--- src/rtl/load_store_unit.sv ---
// Load/store responder: one request at a time, word-aligned bus transaction with byte lanes,
// extended load data or store completion back to writeback. Build option: LOAD_STORE_MISALIGN_TRAP_EN.
module load_store_unit #(
   parameter int unsigned TIMEOUT_CYCLES = 16
) (
   input  logic        clk,
   input  logic        rst,
   input  logic        req_valid,
   output logic        req_ready,
   input  logic        mem_read_enable,
   input  logic        mem_write_enable,
   input  logic [2:0]  load_operation,
   input  logic [2:0]  store_operation,
   input  logic [31:0] address,
   input  logic [31:0] store_data,
   input  logic [4:0]  reg_write_address,
   output logic        bus_req,
   output logic        bus_we,
   output logic [31:0] bus_addr,
   output logic [31:0] bus_wdata,
   output logic [3:0]  bus_byte_en,
   input  logic        bus_ack,
   input  logic [31:0] bus_rdata,
   output logic        resp_valid,
   output logic        resp_reg_write_enable,
   output logic [4:0]  resp_reg_write_address,
   output logic [31:0] resp_load_data,
   output logic        resp_error
);

   // state | meaning
   // IDLE  | ready, accepts and decodes a request
   // BUS   | bus transaction outstanding, waiting for bus_ack or timeout
   // RESP  | one-cycle response pulse to writeback
   typedef enum logic [1:0] {IDLE, BUS, RESP} state_t;

   localparam logic [7:0] TIMEOUT_TC = 8'(TIMEOUT_CYCLES);
   localparam bit         TIMEOUT_EN = (TIMEOUT_CYCLES != 0);

   state_t      state;
   logic [7:0]  counter;
   logic        is_load;
   logic [2:0]  funct;
   logic [1:0]  lane;
   logic [4:0]  rd;

   logic [1:0]  req_size;
   logic        op_valid;
   logic        misaligned;
   logic        req_bad;
   logic [3:0]  req_byte_en;
   logic [31:0] req_wdata;
   logic [7:0]  ld_byte;
   logic [15:0] ld_half;
   logic [31:0] ld_data;
   logic [7:0]  counter_next;
   logic        timeout_hit;

   always_comb begin
      req_size = mem_read_enable ? load_operation[1:0] : store_operation[1:0];
      if (mem_read_enable)
         op_valid = load_operation inside {3'b000, 3'b001, 3'b010, 3'b100, 3'b101};
      else
         op_valid = store_operation inside {3'b000, 3'b001, 3'b010};
`ifdef LOAD_STORE_MISALIGN_TRAP_EN
      misaligned = (req_size == 2'b01 && address[0]) ||
                   (req_size == 2'b10 && address[1:0] != 2'b00);
`else
      misaligned = 1'b0;
`endif
      req_bad = (mem_read_enable && mem_write_enable) || !op_valid || misaligned;
      case (req_size)
         2'b00: begin
            req_byte_en = 4'b0001 << address[1:0];
            req_wdata   = {4{store_data[7:0]}};
         end
         2'b01: begin
            // without the trap build, address[0] is simply ignored for halves
            req_byte_en = address[1] ? 4'b1100 : 4'b0011;
            req_wdata   = {2{store_data[15:0]}};
         end
         default: begin
            req_byte_en = 4'b1111;
            req_wdata   = store_data;
         end
      endcase
   end

   always_comb begin
      ld_byte = bus_rdata[{lane, 3'b000} +: 8];
      ld_half = lane[1] ? bus_rdata[31:16] : bus_rdata[15:0];
      case (funct)
         3'b000:  ld_data = {{24{ld_byte[7]}}, ld_byte};
         3'b001:  ld_data = {{16{ld_half[15]}}, ld_half};
         3'b100:  ld_data = {24'd0, ld_byte};
         3'b101:  ld_data = {16'd0, ld_half};
         default: ld_data = bus_rdata;
      endcase
      counter_next = counter + 8'd1;
      timeout_hit  = TIMEOUT_EN && (counter_next == TIMEOUT_TC);
   end

   always_ff @(posedge clk) begin
      if (rst) begin
         state                  <= IDLE;
         counter                <= 8'd0;
         is_load                <= 1'b0;
         funct                  <= 3'd0;
         lane                   <= 2'd0;
         rd                     <= 5'd0;
         req_ready              <= 1'b1;
         bus_req                <= 1'b0;
         bus_we                 <= 1'b0;
         bus_addr               <= 32'd0;
         bus_wdata              <= 32'd0;
         bus_byte_en            <= 4'd0;
         resp_valid             <= 1'b0;
         resp_reg_write_enable  <= 1'b0;
         resp_reg_write_address <= 5'd0;
         resp_load_data         <= 32'd0;
         resp_error             <= 1'b0;
      end else begin
         resp_valid <= 1'b0;
         case (state)
            IDLE: begin
               if (req_valid && (mem_read_enable || mem_write_enable)) begin
                  is_load   <= mem_read_enable;
                  funct     <= load_operation;
                  lane      <= address[1:0];
                  rd        <= reg_write_address;
                  req_ready <= 1'b0;
                  if (req_bad) begin
                     state                  <= RESP;
                     resp_valid             <= 1'b1;
                     resp_error             <= 1'b1;
                     resp_reg_write_enable  <= 1'b0;
                     resp_load_data         <= 32'd0;
                     resp_reg_write_address <= reg_write_address;
                  end else begin
                     state       <= BUS;
                     counter     <= 8'd0;
                     bus_req     <= 1'b1;
                     bus_we      <= mem_write_enable;
                     bus_addr    <= {address[31:2], 2'b00};
                     bus_wdata   <= req_wdata;
                     bus_byte_en <= req_byte_en;
                  end
               end
            end
            BUS: begin
               if (bus_ack || timeout_hit) begin
                  state                  <= RESP;
                  counter                <= 8'd0;
                  bus_req                <= 1'b0;
                  bus_we                 <= 1'b0;
                  resp_valid             <= 1'b1;
                  resp_error             <= !bus_ack;
                  resp_reg_write_enable  <= is_load && bus_ack;
                  resp_load_data         <= (is_load && bus_ack) ? ld_data : 32'd0;
                  resp_reg_write_address <= rd;
               end else begin
                  counter <= counter_next;
               end
            end
            RESP: begin
               state     <= IDLE;
               req_ready <= 1'b1;
            end
            default: begin
               state     <= IDLE;
               req_ready <= 1'b1;
               bus_req   <= 1'b0;
            end
         endcase
      end
   end

endmodule

--- config.mk ---
export PLATFORM = sky130hd
export DESIGN_NAME = load_store_unit
export DESIGN_NICKNAME = d
export VERILOG_FILES = /design/src/rtl/load_store_unit.sv
export SDC_FILE = /design/constraint.sdc
export NUM_CORES = 1
export LEC_CHECK = 0
export BUFFER_PORTS_ARGS = -buffer_cell sky130_fd_sc_hd__buf_2
export CAP_MARGIN = 20
export CELL_PAD_IN_SITES_DETAIL_PLACEMENT = 1
export CELL_PAD_IN_SITES_GLOBAL_PLACEMENT = 2
export CORE_ASPECT_RATIO = 2
export CORE_MARGIN = 2
export CORE_UTILIZATION = 29
export CTS_CLUSTER_SIZE = 8
export DETAILED_ROUTE_END_ITERATION = 12
export PLACE_DENSITY_LB_ADDON = 0.1
export SYNTH_ARGS = -nofsm -noshare
export SYNTH_HDL_FRONTEND = slang
export SYNTH_SLANG_ARGS = --single-unit
--- constraint.sdc ---
create_clock -name clk -period 5.2 [get_ports clk]
set_input_delay 0.26 -clock clk [delete_from_list [all_inputs] [get_ports clk]]
set_output_delay 0.26 -clock clk [all_outputs]
set_load 0.02 [all_outputs]
==> reports/qor.txt, run 1 <==
Starting Density: 29.49%
Setup TNS: 0 ns
R2R Setup Slk: 2.47 ns
Status: finished, final reports clean
Worst Max-Slew Pin Slew: 0.9962 ns
Filler cells: 2,338
RSZ-0062 raised after global routing: no
Final net count: 960
Cell variety after synth: 52
1st-iter DRT viols: 104
Crit path launch type: flip-flop
Post-CTS Resized: 0
Core ar.: 18,830 um2
Worst R2R End: bus_wdata[10]
CTS tree: built
Largest net degree at the start of global routing: 82
Root buf cell: clkbuf_16
Pwr Density: 348.3 nW/um2
Commonest non-fill, non-tap cells in the layout: buf_2, nand2_1, dfxtp_1
Total design power: 2.608 mW
TritonCTS Buffers: 17
Commonest non-fill, non-tap cell in the layout: buf_2
HPWL after detailed placement: 15,080 um
Setup Buffers After CTS: 0
Detailed Routing Iterations Pass 1: 4
Initial antenna violation count: 0
Register Area: 2603 um2
Clock slew at reported path FFs: 0.06 ns
Drt via density: 4.973
Leakage: 3.374 nW
H-tree Lvls: 4
Die ar.: 20,340 um2
Cts hold-fix bufs: 0
Layout cell share with drive strength beyond 1: 32.13%
Area Growth Syn to Fin: 34.81%
Crit path time final: 2.728 ns
Diode count: 0
Async set-reset flop share out of synthesis: 0%
Worst vdd ir: 0.0001522 V
Worst endpoint required time: 5.52 ns
Die W: 101.9 um
CTS sink count: 130
First-pass GRT wire length: 30,880 um
Vias: 5,540
Num ports: 224
Vias in the first global route: 5,842
EDFF count, synth: 0
Hold Path Class: in2reg
IO Port Bufs: 221
Multi-input logic area: 2746 um2
Period utilisation layout: 52.46%
Max Cap Violations: 0
Number of nets still failing antenna checks after routing: 0
Worst EP arrival: 3.05 ns
Post-Syn Area: 5554 um2
Worst hold start: address[2]
Grt ovf: 0
Register area share after synthesis: 46.86%
Die height: 199.7 um
Routability cong.: 0.8022
Clk_lat worst skew: 0.42 ns
Total wire length: 20,020 um
Worst r2r src: state[1]
Clock Tree Buf Depth: 2
Hold Fails Final Rpt: 0
Reg2Reg Depth: 5
CP Class: reg2reg
Crit. End Element: flip-flop
Worst slew margin: 33.37%
FF+latch count, synth: 130
Max Freq: 366.6 MHz
WHS Path Cells: 3
Worst Skew: 0.01132 ns
Avg WL per Cell: 17.97 um
Gr usage total: 19.71%
Drt drc: 0
Mean Syn Cell Area: 8.624 um2
Main synth FF type: dfxtp_1
Hold endpoint: bus_addr[2]
Final setup fails: 0
Mapped Cells: 644
Yosys warns: 0
Cell Rows: 71
Max-slew violations: 0
Largest fanout on the critical path: 52
worst max-delay path, stage by stage (launching register included):
cell      delay [ns]
dfxtp_1         0.38
or3b_4          0.45
nor3_4          0.81
buf_4           0.59
nor2_1          0.08
a311oi_1        0.28
per-stage QoR:
step	cells	setup slack, ns	util (%)	cell area, um2	hold WS [ns]
finish	1114	2.472	39.76	7487	0.07397
CTS	1112	2.420	39.50	7440	0.05869
floorplan	645	3.306	-	5558	0.3960
global route	1114	2.213	39.76	7487	0.06636
detailed placement	1080	2.323	36.32	6840	0.4436
global placement	1080	2.457	36.32	6840	0.4346
area by class of cell:
| cell class | count | area share [%] |
|---|---|---|
| Inverter | 5 | 0.2507 |
| Timing Repair Buffer | 229 | 16.04 |
| Tap cell | 255 | 4.261 |
| Multi-Input combinational cell | 463 | 36.68 |
| Sequential cell | 130 | 34.76 |
| Clock buffer | 20 | 6.233 |
| Clock inverter | 12 | 1.771 |
sequential cells by signal, summed over array words and instances, names as in the netlist:
name                    flops
state                       2
resp_valid                  1
bus_addr                   30
resp_reg_write_address      5
funct                       3
resp_reg_write_enable       1
bus_byte_en                 4
lane                        2
is_load                     1
bus_wdata                  32
counter                     8
bus_we                      1
resp_error                  1
rd                          5
bus_req                     1
req_ready                   1
resp_load_data             32
report_power, final:
group	internal, mW	switching (mW)
Combinational	0.124	0.210
Clock	0.743	0.468
Sequential	1.04	0.0269
metal layers:
| metal | routed length [um] | part of all wire (%) | up-vias | track usage [%] |
|---|---|---|---|---|
| li1 | - | - | 2678 | - |
| met1 | 7258 | 36 | 2671 | 19.77 |
| met2 | 11130 | 56 | 163 | 37.26 |
| met3 | 1102 | 5.5 | 28 | 5.456 |
| met4 | 524 | 2.6 | 0 | 7.901 |
| met5 | 0 | 0 | - | 0 |
cell usage after synthesis (4+ instances only):
cell type | instances | area [um2]
nor3_1 | 10 | 50.05
and3_1 | 11 | 68.82
a311o_1 | 8 | 80.08
nor2_1 | 54 | 202.7
buf_2 | 9 | 45.04
a311oi_1 | 17 | 148.9
a21o_1 | 9 | 67.56
dfxtp_1 | 130 | 2603
a221o_1 | 7 | 70.07
a21oi_1 | 51 | 255.2
mux2i_1 | 31 | 310.3
nand2_1 | 134 | 503.0
a22o_1 | 18 | 157.7
nand3_1 | 13 | 65.06
clkbuf_1 | 32 | 120.1
o21ai_0 | 15 | 75.07
nand2b_1 | 24 | 150.1
inv_1 | 4 | 15.01
a211oi_1 | 19 | 142.6
logic make-up after synthesis:
kind of cell / count (synthesis) / share of synthesized area (%)
fa+ha+maj: 1 / 0.2252
other cells: 1 / 0.06752
simple gates: 261 / 20.95
buf+inv: 52 / 4.325
flops: 130 / 46.86
compound gates: 162 / 20.66
mux: 35 / 6.601
xor+xnor: 2 / 0.3154
worst max path at each step:
stage | from | end | slack (ns)
CTS | state[1] | bus_byte_en[3] | 2.42
detailed placement | mem_read_enable | bus_byte_en[2] | 2.32
floorplan | mem_read_enable | resp_load_data[11] | 3.31
global route | state[1] | bus_wdata[15] | 2.21
finish | state[1] | bus_wdata[10] | 2.47
global placement | mem_read_enable | bus_byte_en[0] | 2.46
Power figures use the tool's default switching activity.
==> run 2, diff against run 1 <==
--- a/config.mk
+++ b/config.mk
@@ -11,7 +11,7 @@
 export CELL_PAD_IN_SITES_GLOBAL_PLACEMENT = 2
 export CORE_ASPECT_RATIO = 2
 export CORE_MARGIN = 2
-export CORE_UTILIZATION = 29
+export CORE_UTILIZATION = 27
 export CTS_CLUSTER_SIZE = 8
 export DETAILED_ROUTE_END_ITERATION = 12
 export PLACE_DENSITY_LB_ADDON = 0.1
==> constraint.sdc (replaced) <==
create_clock -name clk -period 2.7 [get_ports clk]
set_input_delay 0.135 -clock clk [delete_from_list [all_inputs] [get_ports clk]]
set_output_delay 0.135 -clock clk [all_outputs]
set_load 0.02 [all_outputs]
==> run 2 against run 1 <==
Final area rose by 6.7%. Count of clock-buffer cells in the layout increased by 3. Critical path depth is 3 higher. Sequential cell count unchanged. Hold slack got worse by 0.051 ns. Core utilization is 0.37 points lower. Register-to-register slack got worse by 2.1 ns. Sequential power rose by 93%. Die area is 7.2% higher. Combinational power grew 110%. Critical endpoint is now bus_addr[11]. Highest routed layer is now met5.
==> reports/qor.txt, run 2 (synthesis results as in run 1) <==
Vias: 5,784 (was 5,540)
IO Port Bufs: 221 (unchanged)
CP Class: in2reg (was reg2reg)
Cell Rows: 74 (was 71)
Starting Density: 27.39% (was 29.49%)
Die W: 105.4 um (was 101.9 um)
Filler cells: 2,455 (was 2,338)
H-tree Lvls: 4 (unchanged)
Largest fanout on the critical path: 32 (was 52)
Largest net degree at the start of global routing: 80 (was 82)
1st-iter DRT viols: 151 (was 104)
Worst R2R End: bus_addr[11] (was bus_wdata[10])
Worst Skew: 0.008253 ns (was 0.01132 ns)
Crit path time final: 2.307 ns
Number of nets still failing antenna checks after routing: 0 (unchanged)
Crit path cell chain: dlygate4sd3_1 -> buf_2 -> o21ai_0 -> a31oi_1 -> or3_2 -> buf_4 -> nand2_1 -> a21oi_1 (was or3b_4 -> nor3_4 -> buf_4 -> nor2_1 -> a311oi_1)
HPWL after detailed placement: 15,480 um (was 15,080 um)
Clk_lat worst skew: 0.42 ns (about the same)
CTS sink count: 130 (unchanged)
Period utilisation layout: 85.44%
Hold Path Class: in2reg (unchanged)
Total wire length: 21,110 um (was 20,020 um)
Hold Fails Final Rpt: 0 (unchanged)
Commonest non-fill, non-tap cell in the layout: buf_2 (unchanged)
Gate power share: 14.3% (was 12.8%)
Leakage: 3.588 nW (was 3.374 nW)
Die ar.: 21,800 um2 (was 20,340 um2)
CTS tree: built (unchanged)
Avg WL per Cell: 17.91 um (was 17.97 um)
Layout cell share with drive strength beyond 1: 30.70% (was 32.13%)
Worst endpoint required time: 2.97 ns (was 5.52 ns)
Worst Max-Slew Pin Slew: 0.6804 ns (was 0.9962 ns)
Cell count along the critical path: 8 (was 5)
Setup TNS: 0 ns (unchanged)
Crit path launch type: input port (was flip-flop)
Status: finished, final reports clean (unchanged)
Sequential power share: 41.0% (was 40.7%)
Reg2Reg Depth: 5 (unchanged)
Worst slew margin: 54.64% (was 33.37%)
Detailed Routing Iterations Pass 1: 4 (unchanged)
Initial antenna violation count: 2 (was 0)
Worst vdd ir: 0.0003538 V (was 0.0001522 V)
Internal: 3.639 mW (was 1.903 mW)
R2R Setup Slk: 0.41 ns (was 2.47 ns)
Slowest cell delay on critical path: 0.78 ns (was 0.81 ns)
RSZ-0062 raised after global routing: no (unchanged)
Clock share of power: 44.7% (was 46.4%)
Max-slew violations: 0 (unchanged)
Net Sw Frac: 27.02% (was 27.05%)
Worst Path Buf+Inv: 3 (was 1)
Crit path to: bus_addr[11] (was bus_wdata[10])
Die height: 206.8 um (was 199.7 um)
Switching power: 1.347 mW (was 0.7054 mW)
Core ar.: 20,280 um2 (was 18,830 um2)
Gr usage total: 19.36% (was 19.71%)
Vias in the first global route: 5,959 (was 5,842)
Largest regs: bus_wdata: 32 flops, resp_load_data: 32 flops, bus_addr: 30 flops (unchanged)
Pwr Density: 624.3 nW/um2 (was 348.3 nW/um2)
Area Growth Syn to Fin: 43.79% (was 34.81%)
Util after Layout: 39.39% (was 39.76%)
Commonest non-fill, non-tap cells in the layout: buf_2, nand2_1, dfxtp_1 (unchanged)
CP delay by family, top: buffers and inverters (was simple AND/OR/NAND/NOR gates)
Routability cong.: 0.7863 (was 0.8022)
Crit. End Element: flip-flop (unchanged)
Clock Tree Buf Depth: 2 (unchanged)
Clock slew at reported path FFs: 0.06 ns (about the same)
Max Freq: 433.5 MHz
Drt drc: 0 (unchanged)
TritonCTS Buffers: 17 (unchanged)
Hold Worst Slack: 0.02326 ns (was 0.07397 ns)
First-pass GRT wire length: 32,340 um (was 30,880 um)
Num ports: 224 (unchanged)
Max Cap Violations: 0 (unchanged)
Drt via density: 4.906 (was 4.973)
Worst EP arrival: 2.58 ns (was 3.05 ns)
Root buf cell: clkbuf_16 (unchanged)
Slowest CP cell: or3_2 (was nor3_4)
Final setup fails: 0 (unchanged)
CP Launch Point: load_operation[0] (was state[1])
Grt ovf: 0 (unchanged)
Final net count: 1,013 (was 960)
Worst r2r src: state[1] (unchanged)
==> run 2: changes by cell type in the layout (fill, tap and decap cells not counted), sizes merged <==
cell	previous run	this run
clkbuf	20	23
bufinv	2	1
buf	229	234
dlygate4sd3	0	48
clkinvlp	6	4
diode	0	1
==> run 2: area by class of cell <==
class | count | area, um2 | share of cell area (%)
Multi-Input combinational cell | 463 | 2750 | 34.44
Sequential cell | 130 | 2603 | 32.59
Timing Repair Buffer | 282 | 1712 | 21.43
Clock buffer | 23 | 488.0 | 6.110
Tap cell | 266 | 332.8 | 4.167
Clock inverter | 9 | 80.08 | 1.003
Inverter | 5 | 18.77 | 0.2350
Antenna cell | 1 | 2.502 | 0.03133
==> run 2: worst min-delay path, stage by stage <==
cell and delay (ns):
buf_2 0.15, nand2_1 0.07, a21oi_1 0.05
==> run 2: how the worst min path moves through the flow <==
stage,endpoint,cells past startpoint,startpoint
3_5_place_dp,bus_addr[7],3,address[7]
6_report,bus_wdata[6],3,store_data[6]
3_3_place_gp,bus_addr[3],3,address[3]
4_1_cts,resp_load_data[29],3,bus_rdata[29]
5_1_grt,bus_wdata[13],3,store_data[13]
2_1_floorplan,bus_wdata[0],2,store_data[0]
==> run 2: what timing repair did <==
action	4_1_cts	5_1_grt
gates resized for setup	0	0
hold buffers	48	0
buffers inserted	0	0
endpoints found under the hold margin	53	0
==> run 2: stage by stage <==
step	power [mW]	worst slack [ns]	area, um2	instances
after floorplan	2.461	0.8233	5558	645
after global placement	2.736	0.4168	6935	1098
after detailed placement	2.756	0.3782	6935	1098
after CTS	5.082	0.3715	7984	1178
after global routing	5.219	0.2087	7984	1178
final	4.986	0.3932	7986	1179
==> run 2: layer usage <==
metal	vias up	part of all wire [%]	GRT usage, %
li1	2782	-	-
met1	2774	36	19.12
met2	185	54	36.41
met3	39	5.9	5.683
met4	4	3.5	9.429
met5	-	0.085	0
==> run 2: power groups by stage <==
stage,logic (mW),registers [mW],clock network [mW]
finish,0.713,2.05,2.23
global route,0.780,2.06,2.38
CTS,0.725,2.05,2.31
detailed placement,0.668,2.09,0
global placement,0.651,2.09,0
floorplan,0.314,2.15,0
==> run 3, diff against run 2 <==
--- a/config.mk
+++ b/config.mk
@@ -5,6 +5,7 @@
 export SDC_FILE = /design/constraint.sdc
 export NUM_CORES = 1
 export LEC_CHECK = 0
+export ABC_AREA = 1
 export BUFFER_PORTS_ARGS = -buffer_cell sky130_fd_sc_hd__buf_2
 export CAP_MARGIN = 20
 export CELL_PAD_IN_SITES_DETAIL_PLACEMENT = 1
==> run 3 against run 2 <==
Non-clock buffer count decreased by 4. Hold slack got worse by 0.0051 ns. Final area increased by 3.3%. Via count increased by 8.6%. Setup slack improved by 0.35 ns. Fmax increased by 18%. Clock power increased by 14%. Total power increased by 13%. Synthesized cell count increased by 19%. Clock skew decreased by 0.0015 ns. Combinational power increased by 42%. Global-route usage increased by 1.0 points. Largest power group unchanged.
==> reports/qor.txt, run 3 <==
Drt via density: 4.842 (was 4.906)
RSZ-0062 raised after global routing: no (unchanged)
First-pass GRT wire length: 35,640 um (was 32,340 um)
Met3 Wirelength: 1257 um (was 1239 um)
H-tree Lvls: 4 (unchanged)
Root buf cell: clkbuf_16 (unchanged)
Grt ovf: 0 (unchanged)
Die height: 213.4 um (was 206.8 um)
Util after Layout: 38.37% (was 39.39%)
Vias in the first global route: 6,567 (was 5,959)
WHS Path Cells: 3 (unchanged)
Layout cell share with drive strength beyond 1: 29.45% (was 30.70%)
Async set-reset flop share out of synthesis: 0% (unchanged)
Synth top area share: 43.97% (was 46.86%)
Number of nets still failing antenna checks after routing: 0 (unchanged)
Worst hold start: address[1] (was store_data[6])
1st-iter DRT viols: 242 (was 151)
Core ar.: 21,490 um2 (was 20,280 um2)
Die W: 108.7 um (was 105.4 um)
Drt drc: 0 (unchanged)
Design area: 8247 um2 (was 7986 um2)
Hold Fails Final Rpt: 0 (unchanged)
Layout Cells excl Fill: 1,297 (was 1,179)
Largest regs: bus_wdata: 32 flops, resp_load_data: 32 flops, bus_addr: 30 flops (unchanged)
Post-Syn Area: 5918 um2 (was 5554 um2)
Leakage: 3.624 nW (was 3.588 nW)
Pwr Density: 685.3 nW/um2 (was 624.3 nW/um2)
TritonCTS Buffers: 17 (unchanged)
Worst r2r src: state[0] (was state[1])
Max Cap Violations: 0 (unchanged)
Cell variety after synth: 42 (was 52)
Avg WL per Cell: 17.91 um (about the same)
Area Growth Syn to Fin: 39.34% (was 43.79%)
EDFF count, synth: 0 (unchanged)
Crit path launch type: flip-flop (was input port)
Clock slew at reported path FFs: 0.06 ns (about the same)
Routability cong.: 0.8191 (was 0.7863)
Count leader, synth: nand2_1 (unchanged)
Total wire length: 23,230 um (was 21,110 um)
Clock Tree Buf Depth: 2 (unchanged)
Filler cells: 2,671 (was 2,455)
Vias: 6,280 (was 5,784)
Post-DP Area: 7141 um2 (was 6935 um2)
Commonest non-fill, non-tap cells in the layout: buf_2, nand2_1, dfxtp_1 (unchanged)
Crit path time final: 1.957 ns (was 2.307 ns)
Die ar.: 23,190 um2 (was 21,800 um2)
Worst vdd ir: 0.0004030 V (was 0.0003538 V)
CTS tree: built (unchanged)
Mapped Cells: 768 (was 644)
Top layer in use: met5 (unchanged)
Gr usage total: 20.40% (was 19.36%)
Largest fanout on the critical path: 42 (was 32)
Largest area contributor in the netlist: dfxtp_1 (unchanged)
Worst Skew: 0.006783 ns (was 0.008253 ns)
Yosys warns: 0 (unchanged)
FF+latch count, synth: 130 (unchanged)
Reg2Reg Depth: 8 (was 5)
Max-slew violations: 0 (unchanged)
Status: finished, final reports clean (unchanged)
Cell Rows: 76 (was 74)
Hold endpoint: bus_byte_en[2] (was bus_wdata[6])
HPWL after detailed placement: 16,900 um (was 15,480 um)
IO Port Bufs: 221 (unchanged)
Met2 wire len: 12,990 um (was 11,500 um)
Commonest non-fill, non-tap cell in the layout: buf_2 (unchanged)
Register area share after synthesis: 43.97% (was 46.86%)
Main synth FF type: dfxtp_1 (unchanged)
CTS sink count: 130 (unchanged)
Final net count: 1,124 (was 1,013)
Clk_lat worst skew: 0.43 ns (was 0.42 ns)
Ranking of synthesized cells by area: dfxtp_1, a21oi_1, nand2_1, nand3_1, o211ai_1 (was dfxtp_1, nand2_1, mux2i_1, a21oi_1, nor2_1)
Worst Max-Slew Pin Slew: 0.7193 ns (was 0.6804 ns)
Period utilisation layout: 72.48% (was 85.44%)
Placed Cells: 1,219 (was 1,098)
Multi-input logic area: 2835 um2 (was 2750 um2)
Post-CTS Resized: 0 (unchanged)
R2R Setup Slk: 0.74 ns (was 0.41 ns)
Worst EP arrival: 2.24 ns (was 2.58 ns)
Register Area: 2603 um2 (unchanged)
Starting Density: 27.54% (was 27.39%)
Max Freq: 511.0 MHz (was 433.5 MHz)
CP Class: reg2reg (was in2reg)
Setup TNS: 0 ns (unchanged)
Synth top cells by count: nand2_1, dfxtp_1, a21oi_1, nand3_1, o21ai_0 (was nand2_1, dfxtp_1, nor2_1, a21oi_1, clkbuf_1)
Worst R2R End: counter[7] (was bus_addr[11])
Crit. End Element: flip-flop (unchanged)
Final setup fails: 0 (unchanged)
Hold Path Class: in2reg (unchanged)
Largest net degree at the start of global routing: 63 (was 80)
Detailed Routing Iterations Pass 1: 4 (unchanged)
Mean Syn Cell Area: 7.706 um2 (was 8.624 um2)
Num ports: 224 (unchanged)
Initial antenna violation count: 4 (was 2)
Metal-1 WL: 8214 um (was 7602 um)
Worst endpoint required time: 2.98 ns (was 2.97 ns)
Worst slew margin: 51.93% (was 54.64%)
-- run 3: changes by cell type in the layout (fill, tap and decap cells not counted), sizes merged, moves of 9 or more --
cell	delta
a21o	-9
a21oi	+64
inv	+37
nand2	+10
nand2b	-24
nand3	+72
o211ai	+41
and3	-11
a22o	-18
a311oi	-17
o21ai	+37
mux2i	-24
a211oi	-19
-- run 3: worst max-delay path by stage --
| stage | from | endpoint | slack (ns) | depth (start not counted) |
|---|---|---|---|---|
| finish | state[0] | counter[7] | 0.74 | 8 |
| floorplan | counter[0] | resp_reg_write_address[0] | 1.06 | 11 |
| CTS | load_operation[1] | resp_error | 0.65 | 10 |
| global route | load_operation[1] | bus_wdata[9] | 0.53 | 10 |
| global placement | state[0] | counter[1] | 0.70 | 8 |
| detailed placement | state[0] | counter[1] | 0.69 | 8 |
-- run 3: per-stage QoR --
stage	worst slack (ns)	hold WS (ns)	total power [mW]
2_1_floorplan	1.055	0.2699	2.767
3_3_place_gp	0.7039	0.4103	3.109
3_5_place_dp	0.6882	0.4108	3.113
4_1_cts	0.6470	0.001363	5.749
5_1_grt	0.5317	0.02496	5.932
6_report	0.7431	0.01818	5.652
-- run 3: kinds of logic (layout without fill, tap and decap cells) --
family,Yosys count,in the layout,synth area share (%)
XOR/XNOR,2,2,0.2960
AO/OA/AOI/OAI,229,229,22.66
multiplexers,7,7,1.184
buffers and inverters,100,353,8.224
other,1,4,0.06336
adder cells (fa/ha/maj),1,1,0.2114
AND/OR/NAND/NOR,298,298,23.38
flip-flops,130,130,43.97
-- run 3: timing repair --
item	4_1_cts	5_1_grt
endpoints found under the hold margin	44	0
setup endpoints to repair	0	0
setup buffers	0	0
hold buffers	44	0
-- run 3: worst max-delay path: stages (launching register included) --
cell     delay (ns)
dfxtp_1        0.45
inv_2          0.07
nor2_4         0.20
inv_2          0.16
nand2_4        0.11
buf_4          0.40
inv_1          0.23
nand2_1        0.11
a21oi_1        0.06
-- run 3: routing by layer --
metal,up-vias,track usage [%]
li1,3112,-
met1,2957,19.75
met2,168,39.14
met3,39,5.714
met4,4,8.886
met5,-,0
-- run 3: final cells by class --
| type | count | area share (%) |
|---|---|---|
| multi-input cells | 539 | 34.38 |
| diodes | 2 | 0.06069 |
| clock inverters | 13 | 2.564 |
| well taps | 273 | 4.142 |
| repair buffers | 278 | 20.09 |
| flip-flops and latches | 130 | 31.56 |
| clock buffers | 18 | 5.204 |
| inverters | 44 | 2.003 |
-- run 3: power by group --
group          switching (mW)  internal (mW)  total [mW]
Clock                   0.908           1.63        2.54
Combinational           0.670          0.343        1.01
Sequential             0.0636           2.03        2.10
Total                    1.64           4.01        5.65
